`config.mk`:
```
export PLATFORM = sky130hd
export DESIGN_NAME = spi_wb_arbiter
export DESIGN_NICKNAME = d
export VERILOG_FILES = /design/src/rtl/spi_wb_arbiter.sv
export SDC_FILE = /design/constraint.sdc
export NUM_CORES = 1
export LEC_CHECK = 0
export CORE_MARGIN = 2
export CORE_UTILIZATION = 60
export DETAILED_ROUTE_END_ITERATION = 8
export DONT_BUFFER_PORTS = 1
export GPL_ROUTABILITY_DRIVEN = 1
export GPL_TIMING_DRIVEN = 1
export PLACE_DENSITY = 0.73
export SLEW_MARGIN = 25
export SYNTH_ARGS = -nofsm -noshare
export SYNTH_HDL_FRONTEND = slang
export SYNTH_SLANG_ARGS = --single-unit
```
`constraint.sdc`:
```
create_clock -name clk -period 1.6 [get_ports clk]
set_input_delay 0.16 -clock clk [delete_from_list [all_inputs] [get_ports clk]]
set_output_delay 0.16 -clock clk [all_outputs]
set_load 0.02 [all_outputs]
```
`src/rtl/spi_wb_arbiter.sv`:
```
`default_nettype none
// ============================================================================
// Module      : spi_wb_arbiter
// Description : Round-robin Wishbone arbiter that shares one SPI master core
//               between two requesters, with a stalled-strobe timeout.
// Revision    : 1.0 - initial release
// ============================================================================
module spi_wb_arbiter #(
  parameter int AW      = 3,
  parameter int DW      = 8,
  parameter int TIMEOUT = 255
) (
  input  logic            clk,
  input  logic            rst_n,
  input  logic [1:0]      m_cyc_i,
  input  logic [1:0]      m_stb_i,
  input  logic [1:0]      m_we_i,
  input  logic [2*AW-1:0] m_adr_i,
  input  logic [2*DW-1:0] m_dat_i,
  output logic [DW-1:0]   m_dat_o,
  output logic [1:0]      m_ack_o,
  output logic [1:0]      m_err_o,
  output logic [1:0]      m_rty_o,
  output logic            s_cyc_o,
  output logic            s_stb_o,
  output logic            s_we_o,
  output logic [AW-1:0]   s_adr_o,
  output logic [DW-1:0]   s_dat_o,
  input  logic [DW-1:0]   s_dat_i,
  input  logic            s_ack_i,
  input  logic            s_err_i,
  input  logic            s_rty_i,
  output logic [1:0]      gnt_o,
  output logic            tmo_o
);

  localparam logic [1:0] c_IDLE     = 2'd0;
  localparam logic [1:0] c_BUSY     = 2'd1;
  localparam logic [1:0] c_TERR     = 2'd2;
  localparam logic [7:0] c_TMO_LAST = 8'(TIMEOUT - 1);

  logic [1:0] r_state;
  logic [1:0] w_next_state;
  logic [1:0] r_gnt;
  logic [1:0] w_next_gnt;
  logic       r_last;
  logic       w_next_last;
  logic [7:0] r_cnt;
  logic [7:0] w_next_cnt;

  logic w_sel;
  logic w_own_cyc;
  logic w_own_stb;
  logic w_resp;

  assign w_sel     = r_gnt[1];
  assign w_own_cyc = m_cyc_i[w_sel];
  assign w_own_stb = m_stb_i[w_sel];
  assign w_resp    = s_ack_i | s_err_i | s_rty_i;

  assign gnt_o   = r_gnt;
  assign m_dat_o = s_dat_i;

  always_ff @(posedge clk or negedge rst_n) begin
    if (!rst_n) begin
      r_state <= c_IDLE;
      r_gnt   <= 2'b00;
      r_last  <= 1'b1;
      r_cnt   <= 8'd0;
    end else begin
      r_state <= w_next_state;
      r_gnt   <= w_next_gnt;
      r_last  <= w_next_last;
      r_cnt   <= w_next_cnt;
    end
  end

  always_comb begin
    w_next_state = r_state;
    w_next_gnt   = r_gnt;
    w_next_last  = r_last;
    w_next_cnt   = 8'd0;
    case (r_state)
      c_IDLE: begin
        if (|m_cyc_i) begin
          w_next_state = c_BUSY;
          // On contention the requester not served last wins.
          if (m_cyc_i == 2'b11) w_next_gnt = r_last ? 2'b01 : 2'b10;
          else                  w_next_gnt = m_cyc_i;
          w_next_last = w_next_gnt[1];
        end
      end
      c_BUSY: begin
        if (!w_own_cyc) begin
          w_next_state = c_IDLE;
          w_next_gnt   = 2'b00;
        end else if (w_own_stb && !w_resp) begin
          if (r_cnt == c_TMO_LAST) w_next_state = c_TERR;
          else                     w_next_cnt   = r_cnt + 8'd1;
        end
      end
      c_TERR: begin
        if (w_own_cyc) begin
          w_next_state = c_BUSY;
        end else begin
          w_next_state = c_IDLE;
          w_next_gnt   = 2'b00;
        end
      end
      default: begin
        w_next_state = c_IDLE;
        w_next_gnt   = 2'b00;
      end
    endcase
  end

  always_comb begin
    s_cyc_o = 1'b0;
    s_stb_o = 1'b0;
    s_we_o  = 1'b0;
    s_adr_o = '0;
    s_dat_o = '0;
    m_ack_o = 2'b00;
    m_err_o = 2'b00;
    m_rty_o = 2'b00;
    tmo_o   = 1'b0;
    case (r_state)
      c_BUSY: begin
        s_cyc_o = w_own_cyc;
        s_stb_o = w_own_stb;
        s_we_o  = m_we_i[w_sel];
        s_adr_o = w_sel ? m_adr_i[AW +: AW] : m_adr_i[0 +: AW];
        s_dat_o = w_sel ? m_dat_i[DW +: DW] : m_dat_i[0 +: DW];
        m_ack_o = r_gnt & {2{s_ack_i}};
        m_err_o = r_gnt & {2{s_err_i}};
        m_rty_o = r_gnt & {2{s_rty_i}};
      end
      c_TERR: begin
        m_err_o = r_gnt;
        tmo_o   = 1'b1;
      end
      default: ;
    endcase
  end

endmodule
`default_nettype wire

```
==> flow_summary_export.csv, run 1 <==
group,metric,value,unit
outcome,status,"finished, final reports clean",
drt,drc,0,
die,die_h,46.0,um
worst_hold_path,hold_class,"in2reg",
placement,place.gp.congestion,0.757,
synth,synth_top_area_cell,"dfrtp_1",
die,io_pins,72,
clocking,clk_path_buf_depth,2,
die,core,1690,sq um
synth,yosys_warnings,0,
critical_path,crit_path_cell_trace,"buf_6, ha_4, buf_8, nor2b_1, buf_4",
critical_path,cp.required,1.44,ns
critical_path,endpoint_kind,"output pin",
sta,post-route-min-period,1.57,ns
drt,final_antenna_net_count,0,
clocking,cts_tree,"built",
sta,drv_slew,0,
synth,synth_top_cell_area_share,0.284,
synth,synth_area_leaders,"dfrtp_1 28%, mux2i_1 12%, nor2b_1 8.3%",
global_route,grt_overflow,0,
critical_path,worst-path-buf-inv,3,
drt,drtPass1Iterations,4,
synth,ys_ff_latch,13,
clocking,ctsRootBufferMaster,"clkbuf_4",
global_route,grt_pass1_wl,3.65,mm
pwr,power_density,1530,nW/um^2
synth,ys_types,33,
critical_path,critPathMaxStageDelay,0.40,ns
synth,synth_fp_nets,164,
die,initial_core_util,0.625,
critical_path,start_kind,"register",
clocking,htree_levels,1,
cells_and_area,layout-drive-gt1-share,0.324,
global_route,grt_pass1_vias,782,
die,die_w,46.0,um
die,die_area,2110,sq um
clocking,clock_latency,0.28,ns
pwr,leakage,0.599,nW
drt,wl_per_cell,16.9,um
sta,fin_worst_skew,0.00477,ns
clocking,numCtsBuffers,3,
clocking,path_clk_slew,0.09,ns
cells_and_area,fin_util,0.770,
sta,setup_viol,0,
cells_and_area,diodes,0,
sta,tightest_slew,0.593,ns
sta,maxSlewHeadroom,0.604,
sta,hold_viol,0,
drt,dr.first_iter.drc_count,8,
critical_path,worst_path_max_delay_cell,"dfrtp_1",
sta,rsz0062_at_grt,"yes",
global_route,antenna_found_initial,0,
cells_and_area,fillers,120,
synth,seq_area_frac_synth,0.309,
placement,dp_slack,0.0569,ns
drt,wirelength,2.58,mm
critical_path,cp.arrival,1.41,ns
cells_and_area,nNetsFinal,184,
global_route,grt_max_degree,18,
placement,place_hpwl,1.83,mm
cells_and_area,instances_no_fill,153,
sta,period_share,0.980,
clocking,cts_sinks,13,
critical_path,worstPathMaxFanout,16,
critical_path,cp_top_family,"buffers and inverters",
global_route,grt.total_usage,0.244,
drt,num_vias,932,
sta,fmax,638,MHz
synth,synth.avg_cell_area,9.03,sq um
pwr,finalPower,1.99,mW
pwr,vdd_drop_max,1.11,mV
placement,dp_cells,140,
placement,port_buffers,0,
sta,layout_setup_ws,0.0326,ns
drt,vias_per_cell,6.09,
synth,syn-instance-count,117,
cells_and_area,syn_to_final_growth,23.1,%
job,max-cap-violations,0,
die,row_count,15,
sta,fin_setup_tns,0,ns
critical_path,crit_type,"reg2out",
synth,synth_area,1060,sq um
routing by layer:
layer / share of wire / wire length (um) / track usage / vias up
met1: 0.37 / 947 / 0.302 / 431
met4: 0.025 / 65 / 0.143 / 0
met2: 0.52 / 1340 / 0.408 / 55
met3: 0.090 / 232 / 0.0238 / 15
li1: - / - / - / 431
met5: 0 / 0 / 0 / -
kinds of logic after synthesis:
logic type | synth area share
AO/OA/AOI/OAI | 0.0924
XOR/XNOR | 0.0498
adder cells (fa/ha/maj) | 0.0711
buffers and inverters | 0.0936
flip-flops | 0.309
multiplexers | 0.137
AND/OR/NAND/NOR | 0.246
metrics by stage:
step,hold WS (ns),cell area (sq um)
floorplan,-0.136,1060
global placement,-0.135,1130
detailed placement,-0.135,1130
CTS,0.0137,1230
global route,0.0265,1300
finish,0.0219,1300
path summary, 6_finish.rpt:
check                                         end  cells after the start  slack [ns]                    from
setup / recovery                       s_dat_o[5]                      5        0.03  r_state[0]$_DFFE_PN0P_
hold / removal                 r_last$_DFFE_PN1P_                      2        0.02              m_cyc_i[1]
setup reg to reg           r_state[0]$_DFFE_PN0P_                      5        0.07      r_cnt[3]$_DFF_PN0_
hold reg to reg                r_last$_DFFE_PN1P_                      2        0.54      r_last$_DFFE_PN1P_
max in group asynchronous    gnt_o[1]$_DFFE_PN0P_                      1        0.87                   rst_n
min in group asynchronous      r_cnt[0]$_DFF_PN0_                      1        0.31                   rst_n
Yosys cell counts:
library cell,number
clkbuf_1,1
nand2b_1,1
o31ai_1,1
nand4_2,1
o31a_1,1
a21oi_1,4
dfrtp_1,12
ha_1,6
dfstp_2,1
and2_1,3
o22ai_1,1
mux2_4,1
buf_2,1
and3_1,5
nor2_1,11
o21a_1,1
and2_2,1
xnor2_1,3
inv_1,5
o21ai_0,3
buf_6,1
or3_2,1
mux2i_1,13
buf_4,8
o211ai_1,1
and4_1,1
a32o_1,1
xor2_1,3
nor2b_1,14
nand3_1,4
nand2_1,5
a31oi_1,1
o41ai_1,1
layout by cell type (no fill, tap or decap), types with 4 or more instances in the layout:
cell type	instances
inv_1	4
buf_4	19
and3_1	5
nor2b_1	11
nand3_1	4
nand2_1	5
nor2_1	11
dfrtp_1	11
mux2i_1	13
area by class of cell:
| cell class | count | area (sq um) | share of cell area |
|---|---|---|---|
| clock buffers | 4 | 26.3 | 0.0202 |
| repair buffers | 26 | 226 | 0.174 |
| flip-flops and latches | 13 | 328 | 0.252 |
| well taps | 17 | 21.3 | 0.0164 |
| inverters | 5 | 18.8 | 0.0144 |
| multi-input cells | 88 | 679 | 0.523 |
power by group:
part | switching, mW | total, mW | internal [mW]
combinational | 0.673 | 1.31 | 0.641
clock | 0.118 | 0.214 | 0.0968
sequential | 0.0682 | 0.458 | 0.390
total | 0.858 | 1.99 | 1.13
registers in the layout, indices dropped and copies added, names as in the netlist:
signal	count
r_cnt	8
gnt_o	2
r_state	2
r_last	1
repair_timing:
action / 4_1_cts / 5_1_grt
hold endpoints to repair: 14 / 0
gates resized for setup: 8 / 14
hold buffers: 2 / 0
setup buffers: 3 / 4
setup endpoints to repair: 18 / 20
worst reg2reg max path: stages, from the launching register on:
cell and delay, ns:
dfrtp_1 0.39, and4_1 0.25, nand4_2 0.14, o31a_1 0.36, o21ai_0 0.19, o31ai_1 0.09
Power figures use the tool's default switching activity.
==> run 2, diff against run 1 <==
- PLACE_DENSITY: 0.73 -> 0.77
- clock period: 1.6 -> 2 ns (I/O delays scaled with it)
==> run 2 against run 1 <==
Compared with the run above: non-clock buffer count shrank 20; sequential share of layout area rose by 5.1 points; critical path depth unchanged; critical path type unchanged.
==> flow_summary_export.csv, run 2 (synthesized netlist as in run 1, its figures left out) <==
group,metric,value,unit
sta,tightest_slew,0.578,ns
sta,hold_viol,0,
sta,drv_slew,0,
pwr,leakage,0.479,nW
pwr,vdd_drop_max,0.599,mV
clocking,path_clk_slew,0.08,ns
clocking,htree_levels,1,
sta,setup_viol,0,
die,initial_core_util,0.625,
die,io_pins,72,
clocking,cts_tree,"built",
sta,layout_setup_ws,0.184,ns
drt,dr.first_iter.drc_count,10,
global_route,grt_overflow,0,
die,core,1690,sq um
drt,drtPass1Iterations,4,
critical_path,cp.arrival,1.62,ns
sta,rsz0062_at_grt,"no",
global_route,grt.total_usage,0.194,
global_route,grt_max_degree,20,
outcome,status,"finished, final reports clean",
drt,drc,0,
critical_path,cp.required,1.80,ns
clocking,numCtsBuffers,3,
global_route,antenna_found_initial,0,
sta,maxSlewHeadroom,0.613,
cells_and_area,layout_commonest_cell,"nor2b_1",
drt,final_antenna_net_count,0,
global_route,met3_usage,0.0159,
drt,num_vias,810,
sta,fmax,551,MHz
cells_and_area,final_area,1080,sq um
clocking,clock_latency,0.27,ns
placement,placed_area,1030,sq um
worst_hold_path,hold_class,"in2reg",
global_route,grt_pass1_wl,2.95,mm
critical_path,start_kind,"register",
cells_and_area,nNetsFinal,164,
sta,period_share,0.908,
placement,place_hpwl,1.71,mm
clocking,clk_path_buf_depth,2,
placement,port_buffers,0,
global_route,grtUsageMet1,0.241,
critical_path,crit_type,"reg2out",
placement,dp_slack,0.302,ns
global_route,use_met2,0.336,
placement,place.gp.congestion,0.747,
pwr,power_density,1190,nW/um^2
clocking,post_cts_buffers,0,
die,die_h,46.0,um
drt,wirelength,2.20,mm
drt,wl_per_cell,16.5,um
job,max-cap-violations,0,
cells_and_area,layout-drive-gt1-share,0.112,
cells_and_area,syn_to_final_growth,1.90,%
clocking,ctsRootBufferMaster,"clkbuf_4",
die,row_count,15,
die,die_w,46.0,um
sta,fin_worst_skew,0.00128,ns
clocking,cts_sinks,13,
critical_path,worstPathMaxFanout,19,
sta,fin_setup_tns,0,ns
global_route,grt_pass1_vias,707,
sta,fin_hold_ws,0.0833,ns
cells_and_area,diodes,0,
cells_and_area,final_cell_mix,"14 x nor2b_1, 13 x mux2i_1, 12 x dfrtp_1",
sta,post-route-min-period,1.82,ns
cells_and_area,fillers,155,
cells_and_area,largest_reg_flops,8,
critical_path,endpoint_kind,"output pin",
cells_and_area,regMostFlops,"r_cnt",
global_route,top_usage_layer,"met2",
die,die_area,2110,sq um
drt,vias_per_cell,6.09,
==> run 2: cell types whose count changed in the layout (fill, tap and decap cells not counted), sizes merged <==
cell	change
buf	-20
==> run 2: path summary, 6_finish.rpt <==
kind | slack, ns | cells after the start | from | end
setup / recovery | 0.18 | 5 | r_state[1]$_DFFE_PN0P_ | m_err_o[1]
hold / removal | 0.08 | 2 | m_cyc_i[1] | r_last$_DFFE_PN1P_
setup reg to reg | 0.40 | 5 | r_cnt[2]$_DFF_PN0_ | r_state[1]$_DFFE_PN0P_
hold reg to reg | 0.52 | 1 | r_cnt[0]$_DFF_PN0_ | r_cnt[0]$_DFF_PN0_
max in group asynchronous | 1.27 | 1 | rst_n | r_cnt[3]$_DFF_PN0_
min in group asynchronous | 0.36 | 1 | rst_n | r_cnt[0]$_DFF_PN0_
==> run 2: cell type report <==
cell class / instances / area [sq um] / share of cell area
clock buffers: 4 / 26.3 / 0.0244
inverters: 5 / 18.8 / 0.0174
multi-input cells: 88 / 633 / 0.588
flip-flops and latches: 13 / 327 / 0.303
well taps: 17 / 21.3 / 0.0198
repair buffers: 6 / 50.0 / 0.0465
==> run 2: repair_timing <==
action                                  CTS  global route
endpoints found under the setup margin    0             2
hold endpoints to repair                 14             0
resized for setup                         0             1
hold buffers                              2             0
==> run 2: report_power, final <==
group	leakage, nW	switching, mW	internal, mW
logic	0.290	0.460	0.290
clock network	0.0150	0.0860	0.0773
registers	0.174	0.0529	0.310
total	0.479	0.599	0.677
==> run 2: metrics by stage <==
stage	util	std cells	total power [mW]
5_1_grt	0.637	133	1.36
6_report	0.637	133	1.28
3_5_place_dp	0.608	127	1.11
4_1_cts	0.636	133	1.29
3_3_place_gp	0.608	127	1.10
2_1_floorplan	-	117	1.03
==> run 2: layer usage <==
layer	routed length (um)	share of wire	up-vias
li1	-	-	392
met1	901	0.41	375
met2	1080	0.49	41
met3	190	0.087	2
met4	23	0.010	0
met5	0	0	-
==> run 2: critical path: stages, from the launching register on <==
cell	delay (ns)
dfrtp_1	0.43
inv_1	0.10
ha_2	0.32
a21oi_1	0.11
nor2b_1	0.13
and2_1	0.26
